## src/rtl/pio_frame_pkg.sv

```systemverilog
// Shared codes for the PIO frame bridge: software commands, status replies and FSM states.
package pio_frame_pkg;

    typedef enum logic [1:0] {
        CMD_IDLE  = 2'b00,
        CMD_WRITE = 2'b01,
        CMD_READ  = 2'b10,
        CMD_ABORT = 2'b11
    } cmd_e;

    typedef enum logic [1:0] {
        ST_READY = 2'b00,
        ST_ACK   = 2'b01,
        ST_BUSY  = 2'b10,
        ST_ERROR = 2'b11
    } status_e;

    typedef enum logic [2:0] {
        S_IDLE,
        S_WR_ACK,
        S_DELIVER,
        S_TX_WAIT,
        S_RD_ACK,
        S_ABORT,
        S_ERR
    } state_e;

endpackage

```

## src/rtl/pio_frame_reg.sv

```systemverilog
// Frame register with word-indexed write, parallel load and word-indexed read mux.
// Word 0 sits in the most significant WORD_W bits.
module pio_frame_reg #(
    parameter int unsigned WORD_W    = 8,
    parameter int unsigned NUM_WORDS = 16,
    parameter int unsigned PTR_W     = (NUM_WORDS > 1) ? $clog2(NUM_WORDS) : 1
) (
    input  logic                          clk_i,
    input  logic                          rst_ni,
    input  logic                          we_i,
    input  logic [PTR_W-1:0]              wr_ptr_i,
    input  logic [WORD_W-1:0]             word_i,
    input  logic                          load_i,
    input  logic [WORD_W*NUM_WORDS-1:0]   frame_i,
    input  logic [PTR_W-1:0]              rd_ptr_i,
    output logic [WORD_W*NUM_WORDS-1:0]   frame_o,
    output logic [WORD_W-1:0]             rd_word_o
);

    localparam int unsigned FRAME_W = WORD_W * NUM_WORDS;

    logic [FRAME_W-1:0] frame_q, frame_d;

    always_comb begin
        frame_d = frame_q;
        if (load_i) begin
            frame_d = frame_i;
        end else if (we_i) begin
            for (int unsigned k = 0; k < NUM_WORDS; k++) begin
                if (wr_ptr_i == PTR_W'(k)) begin
                    frame_d[FRAME_W-1-k*WORD_W -: WORD_W] = word_i;
                end
            end
        end
    end

    always_comb begin
        rd_word_o = '0;
        for (int unsigned k = 0; k < NUM_WORDS; k++) begin
            if (rd_ptr_i == PTR_W'(k)) begin
                rd_word_o = frame_q[FRAME_W-1-k*WORD_W -: WORD_W];
            end
        end
    end

    always_ff @(posedge clk_i or negedge rst_ni) begin
        if (!rst_ni) begin
            frame_q <= '0;
        end else begin
            frame_q <= frame_d;
        end
    end

    assign frame_o = frame_q;

endmodule

```

## src/rtl/pio_frame_bridge.sv

```systemverilog
// Hardware endpoint of the PIO mailbox: assembles software words into an rx frame for the
// core and returns the core's result frame to software word by word.
module pio_frame_bridge
    import pio_frame_pkg::*;
#(
    parameter int unsigned WORD_W    = 8,
    parameter int unsigned NUM_WORDS = 16
) (
    input  logic                        clk_clk,
    input  logic                        reset_reset_n,
    input  logic [WORD_W-1:0]           to_hw_port_wire_export,
    input  logic [1:0]                  to_hw_sig_wire_export,
    output logic [WORD_W-1:0]           to_sw_port_wire_export,
    output logic [1:0]                  to_sw_sig_wire_export,
    output logic [WORD_W*NUM_WORDS-1:0] rx_data,
    output logic                        rx_valid,
    input  logic                        rx_ready,
    input  logic [WORD_W*NUM_WORDS-1:0] tx_data,
    input  logic                        tx_valid,
    output logic                        tx_ready
);

    localparam int unsigned FRAME_W = WORD_W * NUM_WORDS;
    localparam int unsigned PTR_W   = (NUM_WORDS > 1) ? $clog2(NUM_WORDS) : 1;
    localparam logic [PTR_W-1:0] LAST_PTR = PTR_W'(NUM_WORDS - 1);

    cmd_e              cmd_q;
    logic [WORD_W-1:0] port_q;

    state_e            state_q, state_d;
    logic [PTR_W-1:0]  wr_ptr_q, wr_ptr_d;
    logic [PTR_W-1:0]  rd_ptr_q, rd_ptr_d;
    logic              tx_loaded_q, tx_loaded_d;
    logic              rx_valid_q, rx_valid_d;
    logic              tx_ready_q, tx_ready_d;
    status_e           sts_q, sts_d;
    logic [WORD_W-1:0] out_q, out_d;

    logic              rx_we;
    logic              tx_load;
    logic [WORD_W-1:0] tx_word;
    logic [WORD_W-1:0] rx_word_unused;
    logic [FRAME_W-1:0] tx_frame_unused;

    pio_frame_reg #(
        .WORD_W   (WORD_W),
        .NUM_WORDS(NUM_WORDS),
        .PTR_W    (PTR_W)
    ) u_rx_frame (
        .clk_i    (clk_clk),
        .rst_ni   (reset_reset_n),
        .we_i     (rx_we),
        .wr_ptr_i (wr_ptr_q),
        .word_i   (port_q),
        .load_i   (1'b0),
        .frame_i  ('0),
        .rd_ptr_i (wr_ptr_q),
        .frame_o  (rx_data),
        .rd_word_o(rx_word_unused)
    );

    pio_frame_reg #(
        .WORD_W   (WORD_W),
        .NUM_WORDS(NUM_WORDS),
        .PTR_W    (PTR_W)
    ) u_tx_frame (
        .clk_i    (clk_clk),
        .rst_ni   (reset_reset_n),
        .we_i     (1'b0),
        .wr_ptr_i ('0),
        .word_i   ('0),
        .load_i   (tx_load),
        .frame_i  (tx_data),
        .rd_ptr_i (rd_ptr_q),
        .frame_o  (tx_frame_unused),
        .rd_word_o(tx_word)
    );

    always_comb begin
        state_d     = state_q;
        wr_ptr_d    = wr_ptr_q;
        rd_ptr_d    = rd_ptr_q;
        tx_loaded_d = tx_loaded_q;
        rx_valid_d  = rx_valid_q;
        tx_ready_d  = tx_ready_q;
        sts_d       = sts_q;
        out_d       = out_q;
        rx_we       = 1'b0;
        tx_load     = 1'b0;

        if (cmd_q == CMD_ABORT) begin
            state_d     = S_ABORT;
            wr_ptr_d    = '0;
            rd_ptr_d    = '0;
            tx_loaded_d = 1'b0;
            rx_valid_d  = 1'b0;
            tx_ready_d  = 1'b0;
            sts_d       = ST_ERROR;
        end else begin
            unique case (state_q)
                S_IDLE: begin
                    if (cmd_q == CMD_WRITE) begin
                        rx_we   = 1'b1;
                        sts_d   = ST_ACK;
                        state_d = S_WR_ACK;
                    end else if (cmd_q == CMD_READ) begin
                        if (tx_loaded_q) begin
                            out_d   = tx_word;
                            sts_d   = ST_ACK;
                            state_d = S_RD_ACK;
                        end else begin
                            sts_d      = ST_BUSY;
                            tx_ready_d = 1'b1;
                            state_d    = S_TX_WAIT;
                        end
                    end
                end
                S_WR_ACK: begin
                    if (cmd_q == CMD_IDLE) begin
                        if (wr_ptr_q == LAST_PTR) begin
                            wr_ptr_d   = '0;
                            rx_valid_d = 1'b1;
                            sts_d      = ST_BUSY;
                            state_d    = S_DELIVER;
                        end else begin
                            wr_ptr_d = wr_ptr_q + PTR_W'(1);
                            sts_d    = ST_READY;
                            state_d  = S_IDLE;
                        end
                    end else if (cmd_q == CMD_READ) begin
                        sts_d   = ST_ERROR;
                        state_d = S_ERR;
                    end
                end
                S_DELIVER: begin
                    if (rx_valid_q && rx_ready) begin
                        rx_valid_d = 1'b0;
                        sts_d      = ST_READY;
                        state_d    = S_IDLE;
                    end
                end
                // Load and present take two cycles so the read mux sees the latched frame.
                S_TX_WAIT: begin
                    if (tx_loaded_q) begin
                        out_d   = tx_word;
                        sts_d   = ST_ACK;
                        state_d = S_RD_ACK;
                    end else if (tx_ready_q && tx_valid) begin
                        tx_load     = 1'b1;
                        tx_loaded_d = 1'b1;
                        tx_ready_d  = 1'b0;
                    end
                end
                S_RD_ACK: begin
                    if (cmd_q == CMD_IDLE) begin
                        if (rd_ptr_q == LAST_PTR) begin
                            rd_ptr_d    = '0;
                            tx_loaded_d = 1'b0;
                        end else begin
                            rd_ptr_d = rd_ptr_q + PTR_W'(1);
                        end
                        sts_d   = ST_READY;
                        state_d = S_IDLE;
                    end else if (cmd_q == CMD_WRITE) begin
                        sts_d   = ST_ERROR;
                        state_d = S_ERR;
                    end
                end
                S_ABORT: begin
                    if (cmd_q == CMD_IDLE) begin
                        sts_d   = ST_READY;
                        state_d = S_IDLE;
                    end
                end
                S_ERR: begin
                    state_d = S_ERR;
                end
                default: begin
                    state_d = S_IDLE;
                end
            endcase
        end
    end

    always_ff @(posedge clk_clk or negedge reset_reset_n) begin
        if (!reset_reset_n) begin
            cmd_q       <= CMD_IDLE;
            port_q      <= '0;
            state_q     <= S_IDLE;
            wr_ptr_q    <= '0;
            rd_ptr_q    <= '0;
            tx_loaded_q <= 1'b0;
            rx_valid_q  <= 1'b0;
            tx_ready_q  <= 1'b0;
            sts_q       <= ST_READY;
            out_q       <= '0;
        end else begin
            cmd_q       <= cmd_e'(to_hw_sig_wire_export);
            port_q      <= to_hw_port_wire_export;
            state_q     <= state_d;
            wr_ptr_q    <= wr_ptr_d;
            rd_ptr_q    <= rd_ptr_d;
            tx_loaded_q <= tx_loaded_d;
            rx_valid_q  <= rx_valid_d;
            tx_ready_q  <= tx_ready_d;
            sts_q       <= sts_d;
            out_q       <= out_d;
        end
    end

    assign to_sw_port_wire_export = out_q;
    assign to_sw_sig_wire_export  = sts_q;
    assign rx_valid               = rx_valid_q;
    assign tx_ready               = tx_ready_q;

endmodule
```

## config.mk

```make
export PLATFORM = sky130hd
export DESIGN_NAME = pio_frame_bridge
export DESIGN_NICKNAME = d
export VERILOG_FILES = /design/src/rtl/pio_frame_pkg.sv /design/src/rtl/pio_frame_reg.sv /design/src/rtl/pio_frame_bridge.sv
export SDC_FILE = /design/constraint.sdc
export NUM_CORES = 1
export LEC_CHECK = 0
export CORE_MARGIN = 4
export CORE_UTILIZATION = 46
export CTS_CLUSTER_SIZE = 25
export DETAILED_ROUTE_END_ITERATION = 10
export GPL_TIMING_DRIVEN = 0
export PLACE_DENSITY = 0.77
export SLEW_MARGIN = 0
export SYNTH_ARGS = -nofsm -noshare
export SYNTH_HDL_FRONTEND = slang
export SYNTH_SLANG_ARGS = --single-unit
```

## constraint.sdc

```tcl
create_clock -name clk_clk -period 2 [get_ports clk_clk]
set_clock_uncertainty 0.1 [all_clocks]
set_input_delay 0.2 -clock clk_clk [delete_from_list [all_inputs] [get_ports clk_clk]]
set_output_delay 0.2 -clock clk_clk [all_outputs]
set_load 0.01 [all_outputs]
```

==> impl_metrics.tcl, run 1 <==
set metrics [dict create \
    status "finished, violations left" \
    failed_checks "negative setup slack" \
    synth_edf_count 0 \
    seq_area_sq_um 7260 \
    core_sq_um 27300 \
    layout_commonest_cell "dfrtp_1" \
    multi_input_comb_area_sq_um 6330 \
    finalSetupViolCount 252 \
    fmax_mhz 437 \
    p_total_mw 22.1 \
    clock_path_buffers 3 \
    synth_nets 1163 \
    setup_ws_ns -0.287 \
    slowest_stage "dfrtp_2" \
    grt_pass1_vias 10700 \
    antenna_cells 0 \
    switching_power_mw 7.54 \
    slew_violations 0 \
    hold_path_class "in2reg" \
    first_iter_violations 1039 \
    p_leak_nw 8.88 \
    synthesis.area_sq_um 12900 \
    holdCritStartpoint "to_hw_port_wire_export[6]" \
    layout_common_cells "dfrtp_1, clkdlybuf4s50_1, mux2_4" \
    path_cells "inv_4 -> ha_4 -> clkbuf_16 -> clkbuf_16 -> a21oi_4 -> a221oi_4 -> o221ai_2 -> o2111ai_2 -> a32o_1" \
    worst_path_largest_cell_delay_ns 0.45 \
    reg2reg_to "to_sw_port_wire_export[4]" \
    n_fill_cell 1705 \
    syn_area_per_cell_sq_um 12.8 \
    path_class "reg2reg" \
    rows 60 \
    ir_drop_uv 616 \
    vias 10600 \
    setup_tns_ns -23.89 \
    cts_buffers 31 \
    power-per-cell-area_nw_per_um2 1110 \
    r2r_start "rd_ptr_q[0]" \
    cp-end-kind "flip-flop" \
    cp.required_ns 2.33 \
    crit_fanout 8 \
    worst_slew_pin_slew_ns 0.853 \
    synth.distinct_cells 61 \
    dieArea_sq_um 30700 \
    drive_above_1_share 0.384 \
    combinationalPowerShare 0.396 \
    async_flop_share 1.00 \
    holdPathStages 1 \
    drt_wl_total_mm 43.8 \
    drc 0 \
    hpwl_mm 27.3 \
    p_int_mw 14.6 \
    hold_viol_final 0 \
    antenna_left 0 \
    startpoint_type "flip-flop" \
    gp_congestion 0.850 \
    grt_overflow_total 0 \
    ios 282 \
    dr.pass1.iters 7 \
    cts.sinks 290 \
    track_usage 0.263 \
    netlist_instances 1008 \
    relSlewSlack 0.429 \
    cts_max_level 1 \
    io_buffers 281 \
    ys.flop_type "dfrtp_1" \
    grt_max_degree 80 \
    crit_arrival_ns 2.62 \
    rsz0062_at_grt "true" \
    routed_via_density 5.89 \
    clk_latency_ns 0.56 \
    wl_per_cell_um 24.3 \
    seq_power_share 0.346 \
    synth-seq-cells 290 \
    post-route-period-util 1.14 \
    path_clk_slew_ns 0.06 \
    grt_first_pass_wirelength_mm 63.6 \
    die_h_um 175 \
    period_needed_ns 2.29 \
    cpMostUsedCell "clkbuf_16" \
    cts_tree "yes" \
    min_to "port_q[6]" \
    nNetsFinal 1559 \
    rrSetupSlack_ns -0.29 \
    antenna_found_initial 1 \
    p_sw_frac 0.341 \
    ys_warn_count 0 \
    cts_root_buffer "clkbuf_16" \
    die_x_um 175 \
    maxCapViolCount 0 \
    rr_worst_depth 9 \
    clkPwrFrac 0.258 \
    synth_seq_area_share 0.564 \
    syn_to_final_growth_pct 54.4 \
    start_util 0.472 \
]
## worst max-delay path: cells and delay by family (launching register included)
family          cells  cell delay (ns)
fa+ha+maj           1             0.18
flops               1             0.45
compound gates      5             1.03
buf+inv             3             0.40
## logic make-up after synthesis
| group | synth area share |
|---|---|
| AND/OR/NAND/NOR | 0.0796 |
| buffers and inverters | 0.0314 |
| adder cells (fa/ha/maj) | 0.0126 |
| flip-flops | 0.564 |
| AO/OA/AOI/OAI | 0.103 |
| multiplexers | 0.210 |
## metrics by stage
| stage | hold slack, ns | area, sq um | util | setup WS [ns] | std cells |
|---|---|---|---|---|---|
| after global routing | 0.0152 | 19900 | 0.730 | -0.322 | 1800 |
| after global placement | 0.375 | 16300 | 0.598 | -11.69 | 1661 |
| after floorplan | -0.196 | 13000 | - | -0.0958 | 1008 |
| after CTS | 0.000388 | 19200 | 0.705 | -0.197 | 1783 |
| final | 0.0334 | 19900 | 0.730 | -0.287 | 1800 |
| after detailed placement | 0.0791 | 16400 | 0.602 | -0.699 | 1664 |
## worst max path at each step
| stage | from | to | slack [ns] | cells past startpoint |
|---|---|---|---|---|
| after global routing | rd_ptr_q[0] | to_sw_port_wire_export[4] | -0.32 | 9 |
| after detailed placement | rd_ptr_q[0] | to_sw_port_wire_export[2] | -0.70 | 7 |
| final | rd_ptr_q[0] | to_sw_port_wire_export[4] | -0.29 | 9 |
| after floorplan | state_q[0] | u_rx_frame.frame_o[60] | -0.1 | 6 |
| after CTS | state_q[0] | u_rx_frame.frame_o[10] | -0.20 | 7 |
| after global placement | reset_reset_n | u_rx_frame.frame_o[99] | -11.69 | 1 |
## state kept, by name (all words and copies together), names as in the netlist
register / flops
u_rx_frame.frame_o: 128
u_tx_frame.frame_o: 128
port_q: 8
to_sw_port_wire_export: 8
rd_ptr_q: 4
wr_ptr_q: 4
state_q: 3
cmd_q: 2
to_sw_sig_wire_export: 2
rx_valid: 1
tx_loaded_q: 1
tx_ready: 1
## final cells by class
class	instances	area share
multi-input combinational	620	0.318
timing repair buffer	378	0.206
tap	372	0.0234
buffer	54	0.0296
clock inverter	12	0.00497
sequential	290	0.365
inverter	29	0.00636
clock buffer	45	0.0462
## power by group through the flow
stage          Sequential [mW]  Combinational, mW  Clock (mW)
2_1_floorplan             7.55               3.41           0
3_3_place_gp              7.56               5.68           0
3_5_place_dp              7.59               5.82           0
4_1_cts                   7.54               7.88        5.75
5_1_grt                   7.75               9.14        6.04
6_report                  7.66               8.75        5.71
## per-layer routing
| layer | vias to the layer above | share of wire | GRT usage |
|---|---|---|---|
| li1 | 4486 | - | - |
| met1 | 5366 | 0.40 | 0.358 |
| met2 | 601 | 0.48 | 0.425 |
| met3 | 153 | 0.075 | 0.0474 |
| met4 | 2 | 0.047 | 0.0949 |
| met5 | - | 0.00030 | 0 |
## synthesized netlist by cell type, drive strengths merged, types with 6 or more instances
| cell type | count | area [sq um] |
|---|---|---|
| nor2 | 32 | 120 |
| o221ai | 14 | 123 |
| a31oi | 7 | 43.8 |
| nand2 | 41 | 154 |
| ha | 13 | 163 |
| inv | 28 | 105 |
| nor3 | 7 | 46.3 |
| buf | 23 | 123 |
| a21oi | 44 | 220 |
| mux2 | 239 | 2690 |
| nand3b | 8 | 60.1 |
| clkbuf | 46 | 173 |
| o21ai | 56 | 280 |
| nand3 | 24 | 255 |
| o2bb2ai | 6 | 52.6 |
| dfrtp | 290 | 7260 |
| nand2b | 12 | 75.1 |
| a32o | 6 | 60.1 |
| o2111ai | 7 | 61.3 |
| nor2b | 12 | 75.1 |
| a22oi | 15 | 113 |
| a221oi | 12 | 105 |
## repair_timing
| action | CTS | global route |
|---|---|---|
| gates cloned | 10 | 10 |
| pin swaps | 35 | 36 |
| endpoints found under the hold margin | 222 | 2 |
| setup endpoints to repair | 276 | 276 |
| buffers inserted | 49 | 19 |
| hold buffers | 8 | 2 |
| gates resized for setup | 267 | 142 |
Note: power is estimated with default switching activity, not from simulation.
==> run 2, diff against run 1 <==
Settings changed: PLACE_DENSITY 0.77 to 0.82, SLEW_MARGIN 0 to unset.
==> impl_metrics.tcl, run 2 (synthesized netlist as in run 1, its figures left out) <==
set metrics [dict create \
    status "finished, violations left" \
    failed_checks "negative setup slack" \
    power-per-cell-area_nw_per_um2 1140 \
    nNetsFinal 1550 \
    antenna_found_initial 6 \
    antenna_left 0 \
    period_needed_ns 2.23 \
    fmax_mhz 448 \
    r2r_start "rd_ptr_q[0]" \
    setup_ws_ns -0.234 \
    start_util 0.472 \
    die_x_um 175 \
    gp_congestion 0.916 \
    startpoint_type "flip-flop" \
    layout_commonest_cell "dfrtp_1" \
    finalSetupViolCount 247 \
    grt_pass1_vias 11100 \
    clock_path_buffers 3 \
    syn_to_final_growth_pct 52.7 \
    die_h_um 175 \
    cp.required_ns 2.34 \
    vias 10500 \
    core_sq_um 27300 \
    dieArea_sq_um 30700 \
    first_iter_violations 989 \
    hold_path_class "in2reg" \
    post-route-period-util 1.12 \
    holdCritStartpoint "tx_data[81]" \
    ios 282 \
    grt_max_degree 124 \
    hold_viol_final 0 \
    drt_wl_total_mm 44.4 \
    hpwl_mm 27.9 \
    track_usage 0.276 \
    grt_overflow_total 0 \
    cts_buffers 30 \
    cts_max_level 1 \
    clk_latency_ns 0.56 \
    startpoint "rd_ptr_q[0]" \
    rows 60 \
    slew_violations 0 \
    grt_first_pass_wirelength_mm 66.3 \
    wl_per_cell_um 24.8 \
    path_class "reg2reg" \
    cp-end-kind "flip-flop" \
    cts_tree "yes" \
    setup_tns_ns -29.78 \
    crit_arrival_ns 2.58 \
    dr.pass1.iters 5 \
    cts_root_buffer "clkbuf_16" \
    layout_common_cells "dfrtp_1, clkdlybuf4s50_1, mux2_2" \
    routed_via_density 5.84 \
    drive_above_1_share 0.370 \
    cts.sinks 290 \
    rsz0062_at_grt "true" \
    final_cells 1794 \
    crit_fanout 7 \
    drc 0 \
    io_buffers 281 \
    worst_slew_pin_slew_ns 0.641 \
    ir_drop_uv 777 \
    p_leak_nw 8.81 \
    dp_cells 1663 \
    relSlewSlack 0.573 \
    maxCapViolCount 0 \
    path_clk_slew_ns 0.07 \
]
[run 2: metrics by stage]
step	setup slack (ns)	area, sq um	utilization	hold slack, ns	total power [mW]
finish	-0.234	19700	0.722	0.0891	22.4
global route	-0.283	19700	0.722	0.0952	23.2
CTS	-0.186	19400	0.711	0.0768	21.5
detailed placement	-0.725	16400	0.601	0.119	13.5
global placement	-11.62	16300	0.598	0.373	13.3
floorplan	-0.0958	13000	-	-0.196	11.0
[run 2: where the power goes]
group	leakage, nW	switching, mW	internal, mW
Combinational	4.38	4.46	4.12
Clock	0.558	2.40	3.81
Sequential	3.87	0.765	6.86
[run 2: what timing repair did]
action | in CTS | in global routing
setup endpoints to repair | 278 | 279
hold buffers | 11 | 0
buffers inserted | 52 | 20
gates cloned | 14 | 3
resized for setup | 261 | 102
pin swaps | 29 | 19
hold endpoints to repair | 84 | 0
[run 2: worst paths after layout]
kind / to / slack [ns] / cells past startpoint
min in group asynchronous: u_tx_frame.frame_o[50] / 0.11 / 2
max reg2reg: to_sw_port_wire_export[2] / -0.23 / 9
max in group asynchronous: u_rx_frame.frame_o[93] / 0.70 / 3
min reg2reg: to_sw_port_wire_export[5] / 0.40 / 1
min: u_tx_frame.frame_o[81] / 0.09 / 3
max: to_sw_port_wire_export[2] / -0.23 / 9
[run 2: cell type report]
type,instances,area (sq um)
Buffer,55,571
Timing Repair Buffer,368,3890
Sequential cell,290,7260
Tap cell,372,465
Inverter,29,116
Fill cell,1627,7590
Multi-Input combinational cell,621,6240
Antenna cell,4,10.0
Clock inverter,17,254
Clock buffer,38,861
[run 2: layer usage]
metal	wire length, um	up-vias	GRT usage
met5	22	-	0
met4	2250	4	0.124
met3	3550	144	0.0715
met2	21700	587	0.459
met1	16900	5283	0.342
li1	-	4463	-
[run 2: critical path, cell delays in order, from the launching register on]
cell and delay (ns):
dfrtp_2 0.47, inv_4 0.07, ha_4 0.18, buf_8 0.13, clkbuf_16 0.17, a21oi_4 0.14
a221oi_4 0.09, o221ai_2 0.21, o2111ai_2 0.23, a32o_2 0.30
==> run 3, diff against run 2 <==
Settings changed: MAX_ROUTING_LAYER set to met4.
==> impl_metrics.tcl, run 3 (synthesized netlist as in run 1, its figures left out) <==
set metrics [dict create \
    cts_buffers 34 \
    ios 282 \
    clk_latency_ns 0.52 \
    cts_root_buffer "clkbuf_16" \
    post-route-period-util 1.19 \
    maxCapViolCount 0 \
    grt_first_pass_wirelength_mm 67.2 \
    die_x_um 175 \
    rsz0062_at_grt "true" \
    p_leak_nw 8.83 \
    path_clk_slew_ns 0.06 \
    drc 0 \
    slew_violations 0 \
    cts_max_level 2 \
    multi_input_comb_area_sq_um 6360 \
    path_class "reg2reg" \
    ir_drop_uv 710 \
    cts_tree "yes" \
    nNetsFinal 1551 \
    crit_arrival_ns 2.72 \
    wl_met3_mm 4.04 \
    seq_area_sq_um 7260 \
    die_h_um 175 \
    layout_common_cells "dfrtp_1, clkdlybuf4s50_1, mux2_2" \
    place_ws_ns -0.869 \
    power-per-cell-area_nw_per_um2 1160 \
    layout_commonest_cell "dfrtp_1" \
    wl_met1_mm 17.0 \
    gp_congestion 0.932 \
    wl_met2_mm 22.6 \
    cp-end-kind "flip-flop" \
    p_total_mw 22.9 \
    relSlewSlack 0.549 \
    hpwl_mm 28.1 \
    dr.pass1.iters 6 \
    fmax_mhz 420 \
    fin_util 0.728 \
    antenna_found_initial 1 \
    status "finished, violations left" \
    maxUsedRoutingLayer "met4" \
    dp_cells 1663 \
    syn_to_final_growth_pct 54.1 \
    drive_above_1_share 0.380 \
    failed_checks "negative setup slack" \
    core_sq_um 27300 \
    drt_wl_total_mm 46.5 \
    wl_per_cell_um 25.9 \
    rows 60 \
    vias 10900 \
    final_cells 1794 \
    n_fill_cell 1634 \
    hold_viol_final 0 \
    io_buffers 281 \
    grt_pass1_vias 11400 \
    crit_fanout 10 \
    hold_path_class "in2reg" \
    worst_slew_pin_slew_ns 0.676 \
    dieArea_sq_um 30700 \
    period_needed_ns 2.38 \
    cts.sinks 290 \
    cp.required_ns 2.34 \
    clock_path_buffers 3 \
    routed_via_density 6.06 \
    finalSetupViolCount 244 \
    track_usage 0.287 \
    first_iter_violations 1113 \
    setup_ws_ns -0.378 \
    grt_overflow_total 0 \
    start_util 0.472 \
    antenna_left 0 \
    startpoint_type "flip-flop" \
    grt_max_degree 124 \
]
-- run 3: cell types whose count changed in the layout (fill, tap and decap cells not counted), sizes merged --
cell / change
buf: +5
dlygate4sd3: -10
clkbuf: +14
clkinv: -6
clkinvlp: +2
o211a: -1
inv: +4
diode: -3
bufinv: -5
-- run 3: layer usage --
metal,vias up,track usage
met5,-,-
met4,0,0.136
met3,213,0.0596
met2,759,0.461
met1,5429,0.349
li1,4463,-
-- run 3: where the power goes --
group | internal [mW] | switching (mW) | leakage, nW | total [mW]
logic | 4.39 | 4.72 | 4.41 | 9.11
clock network | 3.65 | 2.52 | 0.549 | 6.17
registers | 6.86 | 0.803 | 3.87 | 7.67
total | 14.9 | 8.04 | 8.83 | 22.9
-- run 3: final cells by class --
cell class | count | area share
Tap cell | 372 | 0.0235
Clock inverter | 12 | 0.00599
Antenna cell | 1 | 0.000126
Timing Repair Buffer | 367 | 0.199
Sequential cell | 290 | 0.366
Clock buffer | 49 | 0.0503
Buffer | 54 | 0.0285
Multi-Input combinational cell | 620 | 0.321
Inverter | 29 | 0.00618
-- run 3: path summary, 6_finish.rpt --
path                       cells past startpoint  slack, ns                     start                         to
max in group asynchronous                      3       0.66             reset_reset_n     u_rx_frame.frame_o[93]
setup reg to reg                               8      -0.38               rd_ptr_q[1]  to_sw_port_wire_export[0]
hold / removal                                 1       0.02  to_hw_sig_wire_export[0]                   cmd_q[0]
setup / recovery                               8      -0.38               rd_ptr_q[1]  to_sw_port_wire_export[0]
hold reg to reg                                1       0.40    u_tx_frame.frame_o[17]     u_tx_frame.frame_o[17]
min in group asynchronous                      2       0.14             reset_reset_n     u_tx_frame.frame_o[18]
-- run 3: critical path, stage by stage, from the launching register on --
cell       delay [ns]
dfrtp_2          0.46
inv_4            0.07
ha_4             0.18
buf_8            0.13
clkbuf_8         0.18
a221oi_1         0.53
o221ai_2         0.26
o2111ai_2        0.17
a32o_1           0.21
-- run 3: repair_timing --
| item | 4_1_cts | 5_1_grt |
|---|---|---|
| resized for setup | 235 | 165 |
| endpoints found under the setup margin | 276 | 278 |
| setup buffers | 61 | 15 |
| pin swaps | 25 | 37 |
| endpoints found under the hold margin | 73 | 0 |
| hold buffers | 1 | 0 |
| cloned | 14 | 3 |
-- run 3: per-stage QoR --
stage | setup TNS, ns | hold slack, ns | area, sq um
after floorplan | -5.50 | -0.196 | 13000
after global placement | -3448.62 | 0.373 | 16300
after detailed placement | -89.38 | 0.110 | 16400
after CTS | -17.97 | 0.0120 | 19300
after global routing | -39.53 | 0.00607 | 19800
final | -24.04 | 0.0193 | 19800
